===== config.mk =====
export PLATFORM = sky130hd
export DESIGN_NAME = sema_req_cond
export DESIGN_NICKNAME = d
export VERILOG_FILES = /design/src/rtl/sema_pkg.sv /design/src/rtl/sema_sync2.sv /design/src/rtl/sema_req_cond.sv
export SDC_FILE = /design/constraint.sdc
export NUM_CORES = 1
export LEC_CHECK = 0
export ABC_AREA = 1
export CAP_MARGIN = 20
export CORE_ASPECT_RATIO = 1.4
export CORE_MARGIN = 2
export CORE_UTILIZATION = 37
export DETAILED_ROUTE_END_ITERATION = 16
export PLACE_DENSITY = 0.64
export SLEW_MARGIN = 30
export SYNTH_ARGS = -nofsm -noshare
export SYNTH_HDL_FRONTEND = slang
export SYNTH_SLANG_ARGS = --single-unit

===== constraint.sdc =====
create_clock -name clk -period 1.3 [get_ports clk]
set_input_delay 0.325 -clock clk [delete_from_list [all_inputs] [get_ports clk]]
set_output_delay 0.325 -clock clk [all_outputs]
set_load 0.05 [all_outputs]

===== src/rtl/sema_pkg.sv =====
// Shared types and widths for the pedestrian request conditioner.
package sema_pkg;

  localparam int CNT_W = 8;

  typedef enum logic [1:0] {
    IDLE      = 2'd0,
    DEB_PRESS = 2'd1,
    HELD      = 2'd2,
    DEB_REL   = 2'd3
  } deb_state_t;

endpackage


===== src/rtl/sema_sync2.sv =====
// Two-flop synchronizer for an asynchronous level input.
// Latency 2 cycles; no flow control.
module sema_sync2 (
  input  logic clk,
  input  logic nReset,
  input  logic d,
  output logic q
);

  logic s1;

  always_ff @(posedge clk or negedge nReset) begin
    if (!nReset) begin
      s1 <= 1'b0;
      q  <= 1'b0;
    end else begin
      s1 <= d;
      q  <= s1;
    end
  end

endmodule


===== src/rtl/sema_req_cond.sv =====
// Debounces a pedestrian button and turns accepted presses into a held request with ack lockout.
// Request rises DEBOUNCE_CYCLES+3 edges after a clean press; presses during a pending request or lockout are counted as drops.
module sema_req_cond
  import sema_pkg::*;
#(
  parameter int DEBOUNCE_CYCLES = 8,
  parameter int LOCKOUT_CYCLES  = 16
) (
  input  logic             clk,
  input  logic             nReset,
  input  logic             btn_raw,
  input  logic             ack_i,
  output logic             req_o,
  output logic             btn_level_o,
  output logic             lock_o,
  output logic [CNT_W-1:0] drop_cnt_o
);

  localparam logic [CNT_W-1:0] DEB_LAST = CNT_W'(DEBOUNCE_CYCLES - 1);
  localparam logic [CNT_W-1:0] LOCK_LD  = CNT_W'(LOCKOUT_CYCLES);
  localparam logic [CNT_W-1:0] CNT_MAX  = {CNT_W{1'b1}};

  logic             s2;
  deb_state_t       state, state_n;
  logic [CNT_W-1:0] cnt, cnt_n;
  logic [CNT_W-1:0] lock_cnt;
  logic             press_evt;
  logic             ack_acc;
  logic             drop;

  sema_sync2 u_sync (
    .clk    (clk),
    .nReset (nReset),
    .d      (btn_raw),
    .q      (s2)
  );

  always_comb begin
    state_n   = state;
    cnt_n     = cnt;
    press_evt = 1'b0;
    case (state)
      IDLE: begin
        if (s2) begin
          state_n = DEB_PRESS;
          cnt_n   = '0;
        end
      end
      DEB_PRESS: begin
        if (!s2) begin
          state_n = IDLE;
        end else if (cnt == DEB_LAST) begin
          state_n   = HELD;
          press_evt = 1'b1;
        end else begin
          cnt_n = cnt + CNT_W'(1);
        end
      end
      HELD: begin
        if (!s2) begin
          state_n = DEB_REL;
          cnt_n   = '0;
        end
      end
      DEB_REL: begin
        // A bounce back high resumes the existing hold; it is not a new press.
        if (s2) begin
          state_n = HELD;
        end else if (cnt == DEB_LAST) begin
          state_n = IDLE;
        end else begin
          cnt_n = cnt + CNT_W'(1);
        end
      end
      default: begin
        state_n = IDLE;
        cnt_n   = '0;
      end
    endcase
  end

  always_ff @(posedge clk or negedge nReset) begin
    if (!nReset) begin
      state <= IDLE;
      cnt   <= '0;
    end else begin
      state <= state_n;
      cnt   <= cnt_n;
    end
  end

  // A press landing on the same edge as an accepted ack is treated as a drop.
  assign ack_acc = ack_i & req_o;
  assign drop    = press_evt & (req_o | lock_o | ack_acc);

  always_ff @(posedge clk or negedge nReset) begin
    if (!nReset) begin
      req_o      <= 1'b0;
      lock_cnt   <= '0;
      drop_cnt_o <= '0;
    end else begin
      if (ack_acc) begin
        req_o <= 1'b0;
      end else if (press_evt && !lock_o) begin
        req_o <= 1'b1;
      end

      if (ack_acc) begin
        lock_cnt <= LOCK_LD;
      end else if (lock_cnt != '0) begin
        lock_cnt <= lock_cnt - CNT_W'(1);
      end

      if (drop && drop_cnt_o != CNT_MAX) begin
        drop_cnt_o <= drop_cnt_o + CNT_W'(1);
      end
    end
  end

  assign lock_o      = (lock_cnt != '0);
  assign btn_level_o = (state == HELD) || (state == DEB_REL);

endmodule

==> results of run 1 <==
==> through the flow <==
step | instances | TNS, ps | power (mW) | utilization
finish | 323 | -2250 | 4.04 | 0.654
global route | 323 | -4280 | 4.32 | 0.654
CTS | 314 | -2340 | 3.86 | 0.601
detailed placement | 298 | -1560 | 2.79 | 0.539
global placement | 298 | -1560 | 2.77 | 0.539
floorplan | 202 | -481 | 2.08 | -
==> cell families (layout without fill, tap and decap cells) <==
group / Yosys count / in the layout / share of synthesized area
AND/OR/NAND/NOR: 115 / 116 / 0.334
flip-flops: 29 / 29 / 0.457
buffers and inverters: 25 / 100 / 0.0598
AO/OA/AOI/OAI: 21 / 21 / 0.0740
XOR/XNOR: 8 / 8 / 0.0441
adder cells (fa/ha/maj): 4 / 4 / 0.0315
==> flip-flops by register name (all words and copies together), names as in the netlist, named ones only <==
name        cells
state           1
u_sync.q        1
cnt             8
drop_cnt_o      8
u_sync.s1       1
req_o           1
lock_cnt        8
==> worst max-delay path: cells and delay by family, from the launching register on <==
family / cells / cell delay (ps)
DFF: 1 / 400
and+or+nand+nor: 3 / 350
buffers and inverters: 2 / 240
==> layout make-up <==
| type | instances | area share |
|---|---|---|
| flip-flops and latches | 29 | 0.269 |
| clock buffers | 7 | 0.0317 |
| repair buffers | 69 | 0.266 |
| multi-input cells | 149 | 0.378 |
| well taps | 45 | 0.0206 |
| inverters | 24 | 0.0349 |
==> path summary, 6_finish.rpt <==
kind                                   from       endpoint  slack [ps]  cells after the start
worst max register to register  lock_cnt[0]  drop_cnt_o[5]        -240                     12
worst max-delay path            lock_cnt[5]         lock_o        -290                      5
worst min register to register    u_sync.s1       u_sync.q         350                      0
worst min-delay path              u_sync.s1       u_sync.q         350                      0
min in group asynchronous            nReset    lock_cnt[1]         400                      2
max in group asynchronous            nReset  drop_cnt_o[0]         720                      2
==> per-layer routing <==
layer / track usage / vias up / part of all wire / wire length (um)
met5: 0 / - / 0 / 0
met4: 0.0886 / 0 / 0.027 / 104
met3: 0.0457 / 11 / 0.031 / 120
met2: 0.309 / 31 / 0.53 / 2080
met1: 0.191 / 743 / 0.41 / 1610
li1: - / 799 / - / -
==> cells in the final DEF (no fill, tap or decap), types with 8 or more instances in the layout <==
master / n
nand3_1: 13
dfrtp_1: 23
nand2_2: 10
buf_6: 10
nand3_2: 9
buf_4: 43
nand2_1: 46
inv_1: 18
nor2_4: 8
buf_12: 13
nor2_1: 13
==> power by group <==
group,total (mW),switching (mW),internal (mW)
combinational,2.01,1.04,0.971
clock,0.744,0.325,0.419
sequential,1.29,0.173,1.12
total,4.04,1.54,2.51
==> repair_timing <==
action	4_1_cts	5_1_grt
resized for setup	27	40
gates cloned	1	0
buffers inserted	9	9
endpoints found under the setup margin	26	34
pin swaps	7	9
==> summary.txt, run 1 <==
share of layout cells above drive strength 1 - 0.478
CP peak stage delay - 400 ps
largest net degree at the start of global routing - 30
clk root buf - clkbuf_8
crit path launch type - register
total core area - 4170 sq um
CP Cell Sequence - inv_1 > nand2_1 > nor2_4 > nand2_2 > buf_12
first-pass detailed-route iteration total - 4
CTS Buffer Depth - 2
CTS Sinks - 29
peak supply drop - 0.958 mV
Yosys warnings - 0
Post-DRT Antenna Nets - 0
Ports - 15
Synth Register Bits - 29
top cells by count, synth - nand2_1 (57), dfrtp_1 (29), inv_1 (23), nand3_1 (23), nor2_1 (20)
Hold Fails Final Rpt - 0
post-synth top area share - 0.457
Final Instance Area - 2730 sq um
required time worst endpoint - 980 ps
Place WS - -128 ps
fmax - 627 MHz
Syn Nets - 210
register area - 733 sq um
Synth area leader - dfrtp_1
Die Height - 81.5 um
Final Wtd Congestion - 0.850
Hold WC Path Type - reg2reg
Slew Viols, Final - 0
Tmin final - 1590 ps
DRC Markers - 0
Power Density - 1480 nW/um^2
Setup Viol. Count Final - 16
Nets - 286
Placed Area - 2250 sq um
CTS clk-pin slew, worst paths - 60 ps
DP Wirelength - 2.56 mm
ANT cells - 0
# rows - 28
setup ws final - -294 ps
worst slew pin tran - 275 ps
register area share after synthesis - 0.457
Die X - 59.4 um
Netlist cell types - 28
CTS H-tree depth - 2
DR WL/cell - 12.1 um
cts bufs inserted - 5
EDFF count, synth - 0
footprint of the multi-input gates - 1030 sq um
vias in the first global route - 1571
Top FF cell, synth - dfrtp_1
Mean Syn Cell Area - 7.87 sq um
worst-path maximum fanout - 3
Worst slew margin - 0.816
Area Overhead vs Synth - 71.7%
failing checks - negative setup slack
routed wire length - 3.91 mm
antenna violations before repair - 0
CTS tree - yes
status - complete, but fails checks
via density per instance - 4.90
Synth area leaders - dfrtp_1 (46%), nand2_1 (13%), nand3_1 (7.2%), inv_1 (5.4%), nor2_1 (4.7%)
Syn Std Cell Area - 1590 sq um
asr flop ratio synth - 1.00
Syn Inst Count - 202
filler cell count - 318
die area - 4840 sq um
final hold slack - 347 ps
CP max stage cell - dfrtp_1
total vias in the final route - 1584
crit path DAT - 1270 ps
gr ovfl total - 0
top-count cell post-synth - nand2_1
Max Cap Violations - 0
worst setup path class - reg2out
clk_lat worst skew - 280 ps
port bufs - 14
Initial Utilization - 0.381
Fin Clk Skew - 9.14 ps
RSZ-0062 raised after global routing - true
GRT Total Usage - 0.176
first-pass GRT wire length - 6.40 mm
CTS hold repair buffers - 0
Leak - 1.30 nW
number of DRC markers in iteration 0 - 42
crit end category - output pin
Final Cycle Share - 1.23
(Power assumes the default switching activity.)
==> inputs of run 2 (changes only) <==
--- a/config.mk
+++ b/config.mk
@@ -11,6 +11,7 @@
 export CORE_MARGIN = 2
 export CORE_UTILIZATION = 37
 export DETAILED_ROUTE_END_ITERATION = 16
+export GPL_ROUTABILITY_DRIVEN = 0
 export PLACE_DENSITY = 0.64
 export SLEW_MARGIN = 30
 export SYNTH_ARGS = -nofsm -noshare
==> run 2 against run 1 <==
Compared with the run above:
- the flow still finishes with violations (negative setup slack)
- flip-flop and latch count unchanged
- critical path depth is the same
- cell area is 0.92% higher
- core utilization is 0.60 points higher
- combinational power is 2% higher
- sequential power hardly changed
- die area is the same
- highest routed layer unchanged
==> summary.txt, run 2 (synthesized netlist as in run 1, its figures left out) <==
share of layout cells above drive strength 1 - 0.469
crit path DAT - 1300 ps
status - complete, but fails checks
clk_lat worst skew - 280 ps
Slew Viols, Final - 0
ANT cells - 0
Setup Viol. Count Final - 21
Worst slew margin - 0.804
most frequent cells in the layout - nand2_1 (47), buf_4 (37), dfrtp_1 (21)
CTS hold repair buffers - 0
Post-DRT Antenna Nets - 0
crit path launch type - register
crit end category - output pin
setup ws final - -324 ps
routed wire length - 4.26 mm
die area - 4840 sq um
# rows - 28
Area Overhead vs Synth - 73.2%
required time worst endpoint - 980 ps
DRC Markers - 0
CTS Buffer Depth - 2
cts bufs inserted - 5
fmax - 616 MHz
Max Cap Violations - 0
Ports - 15
port bufs - 14
gr ovfl total - 0
Tmin final - 1620 ps
CTS tree - yes
Die X - 59.4 um
largest registers - cnt (8), drop_cnt_o (8), lock_cnt (8)
Hold Crit Start - u_sync.s1
total vias in the final route - 1622
worst setup path start - lock_cnt[3]
first-pass detailed-route iteration total - 4
peak supply drop - 0.874 mV
clk root buf - clkbuf_8
via density per instance - 5.07
Hold WC Path Type - reg2reg
CTS H-tree depth - 2
DR WL/cell - 13.3 um
Setup TNS - -2480 ps
Die Height - 81.5 um
vias in the first global route - 1621
reg2reg start - lock_cnt[0]
total power - 4.33 mW
hold endpoint - u_sync.q
worst slew pin tran - 293 ps
failing checks - negative setup slack
Nets - 282
total core area - 4170 sq um
Fin Clk Skew - 9.46 ps
Hold Fails Final Rpt - 0
r2r endpoint - drop_cnt_o[4]
number of DRC markers in iteration 0 - 126
Place WS - -169 ps
worst setup path class - reg2out
GRT Total Usage - 0.187
Final Cycle Share - 1.25
first-pass GRT wire length - 6.87 mm
largest net degree at the start of global routing - 30
r2r setup slk - -240 ps
Power Density - 1570 nW/um^2
FF-to-FF path depth - 11
RSZ-0062 raised after global routing - true
Initial Utilization - 0.381
hold path depth - 0
antenna violations before repair - 0
worst-path maximum fanout - 3
Leak - 1.30 nW
CTS clk-pin slew, worst paths - 70 ps
DP Wirelength - 2.61 mm
commonest non-fill, non-tap cell in the layout - nand2_1
CTS Sinks - 29
-- run 2: cell types whose count changed in the layout (fill, tap and decap cells not counted), sizes merged --
cell,before,now
buf,66,62
bufinv,0,1
-- run 2: worst max-delay path, stage by stage, from the launching register on --
cell	delay (ps)
dfrtp_1	400
inv_1	90
nand2_1	110
nor2_4	160
nand2_2	100
buf_12	160
-- run 2: area by class of cell --
class | instances | area [sq um]
repair buffers | 65 | 712
flip-flops and latches | 29 | 736
clock inverters | 1 | 30.0
fillers | 310 | 1420
inverters | 24 | 97.6
multi-input cells | 149 | 1030
clock buffers | 7 | 86.3
well taps | 45 | 56.3
-- run 2: worst max-delay path by stage --
stage | slack [ps] | cells past startpoint | endpoint
3_3_place_gp | -110 | 9 | drop_cnt_o[1]
5_1_grt | -370 | 6 | lock_o
6_report | -320 | 5 | lock_o
3_5_place_dp | -170 | 9 | drop_cnt_o[5]
4_1_cts | -330 | 6 | lock_o
2_1_floorplan | -60 | 7 | drop_cnt_o[6]
-- run 2: where the power goes --
group / internal (mW) / switching [mW]
clock network: 0.624 / 0.348
logic: 0.971 / 1.09
registers: 1.12 / 0.180
-- run 2: repair_timing --
action / 4_1_cts / 5_1_grt
hold endpoints to repair: 0 / 0
resized for setup: 26 / 44
pin swaps: 7 / 15
endpoints found under the setup margin: 26 / 34
buffers inserted: 8 / 9
cloned: 1 / 0
-- run 2: through the flow --
stage | instance area [sq um] | util | std cells | hold WS (ps)
after global placement | 2250 | 0.540 | 297 | 333
after CTS | 2530 | 0.607 | 314 | 348
after detailed placement | 2250 | 0.540 | 297 | 335
final | 2750 | 0.660 | 320 | 348
after floorplan | 1650 | - | 202 | 29.4
after global routing | 2750 | 0.660 | 320 | 353
-- run 2: layer usage --
metal	part of all wire	global-route usage	wire length, um
met5	0	0	0
met1	0.39	0.199	1660
met3	0.028	0.0457	121
met4	0.036	0.0955	153
met2	0.55	0.334	2330
==> inputs of run 3 (changes only) <==
==> constraint.sdc (replaced) <==
create_clock -name clk -period 1.3 [get_ports clk]
set_input_delay 0.325 -clock clk [delete_from_list [all_inputs] [get_ports clk]]
set_output_delay 0.325 -clock clk [all_outputs]
set_load 0.02 [all_outputs]
==> run 3 against run 2 <==
Compared with the run above:
- the flow still finishes with violations (negative setup slack)
- setup slack improved by 63 ps
- critical path depth increased by 1
- clock-buffer cell count unchanged
- critical path type unchanged
==> summary.txt, run 3 (synthesized netlist as in run 1, its figures left out) <==
CTS hold repair buffers - 0
Setup TNS - -1050 ps
Die Height - 81.5 um
r2r endpoint - drop_cnt_o[3]
total core area - 4170 sq um
CTS Sinks - 29
clk_lat worst skew - 290 ps
CTS clk-pin slew, worst paths - 60 ps
Die X - 59.4 um
crit end category - output pin
first-pass detailed-route iteration total - 4
Hold Fails Final Rpt - 0
Post-DRT Antenna Nets - 0
fmax - 641 MHz
FF-to-FF path depth - 10
largest registers - cnt (8), drop_cnt_o (8), lock_cnt (8)
DRC Markers - 0
crit path DAT - 1240 ps
worst setup path class - reg2out
antenna violations before repair - 0
crit path launch type - register
Final Instance Area - 2520 sq um
worst-path maximum fanout - 2
ANT cells - 0
vias in the first global route - 1511
status - complete, but fails checks
peak supply drop - 0.965 mV
CTS tree - yes
number of DRC markers in iteration 0 - 58
Slew Viols, Final - 0
die area - 4840 sq um
most frequent cells in the layout - buf_4 (49), nand2_1 (46), dfrtp_1 (27)
Ports - 15
cts bufs inserted - 5
worst slew pin tran - 283 ps
met2 WL - 2.22 mm
final design utilization - 0.606
setup ws final - -261 ps
via density per instance - 4.89
share of layout cells above drive strength 1 - 0.489
failing checks - negative setup slack
Max Cap Violations - 0
fin cells - 321
# rows - 28
port bufs - 14
Placed Area - 2200 sq um
CTS Buffer Depth - 2
Leak - 1.24 nW
DR WL/cell - 12.3 um
Top Layer Used - met4
Hold WC Path Type - reg2reg
CTS H-tree depth - 2
Area Overhead vs Synth - 58.9%
Placed Cells - 307
Final Cycle Share - 1.20
total vias in the final route - 1570
Initial Utilization - 0.381
met1 wire length - 1.55 mm
clk root buf - clkbuf_8
GRT Total Usage - 0.175
Power Density - 1660 nW/um^2
Setup Viol. Count Final - 15
DR WL met3 - 77 um
Nets - 283
routed wire length - 3.95 mm
largest net degree at the start of global routing - 30
required time worst endpoint - 980 ps
Place WS - -418 ps
hold endpoint - u_sync.q
worst setup path start - lock_cnt[0]
first-pass GRT wire length - 6.29 mm
commonest non-fill, non-tap cell in the layout - buf_4
Fin Clk Skew - 3.52 ps
Tmin final - 1560 ps
Hold Crit Start - u_sync.s1
reg2reg start - lock_cnt[0]
gr ovfl total - 0
RSZ-0062 raised after global routing - true
Worst slew margin - 0.810
hold path depth - 0
r2r setup slk - -100 ps
DP Wirelength - 2.66 mm
[run 3: cell types whose count changed in the layout (fill, tap and decap cells not counted), sizes merged]
cell,previous run,this run
clkbuf,7,12
buf,62,57
clkdlybuf4s15,0,2
nand2,61,60
[run 3: what timing repair did]
item                       4_1_cts  5_1_grt
gates resized for setup         60       41
setup buffers                    3        7
pin swaps                       13       24
setup endpoints to repair       30       33
[run 3: stage by stage]
step,power [mW],hold slack (ps)
after detailed placement,2.79,339
after global placement,2.75,334
after CTS,3.94,354
after global routing,4.45,367
final,4.19,351
after floorplan,2.04,29.4
[run 3: per-layer routing]
layer | GRT usage | vias up
met5 | 0 | -
met4 | 0.0909 | 0
met3 | 0.0378 | 9
met2 | 0.316 | 16
met1 | 0.185 | 753
li1 | - | 792
[run 3: worst max-delay path, stage by stage (launching register included)]
cell and delay [ps]:
dfrtp_1 380, inv_2 70, ha_4 130, nand2_2 50, nor2_2 90, nand2_1 90
buf_6 140
[run 3: cell type report]
| type | instances | area (sq um) |
|---|---|---|
| fill | 346 | 1640 |
| multi-input combinational | 148 | 1010 |
| sequential | 29 | 728 |
| timing repair buffer | 67 | 524 |
| inverter | 24 | 92.6 |
| clock buffer | 7 | 86.3 |
| tap | 45 | 56.3 |
| clock inverter | 1 | 30.0 |
[run 3: power breakdown]
| group | total [mW] | switching [mW] | internal (mW) |
|---|---|---|---|
| clock | 0.981 | 0.357 | 0.624 |
| combinational | 1.94 | 1.01 | 0.933 |
| sequential | 1.27 | 0.158 | 1.11 |
[run 3: how the worst max path moves through the flow]
stage	endpoint	depth (start not counted)
floorplan	drop_cnt_o[3]	7
global placement	lock_o	6
detailed placement	lock_o	6
CTS	lock_o	6
global route	lock_o	6
finish	lock_o	6
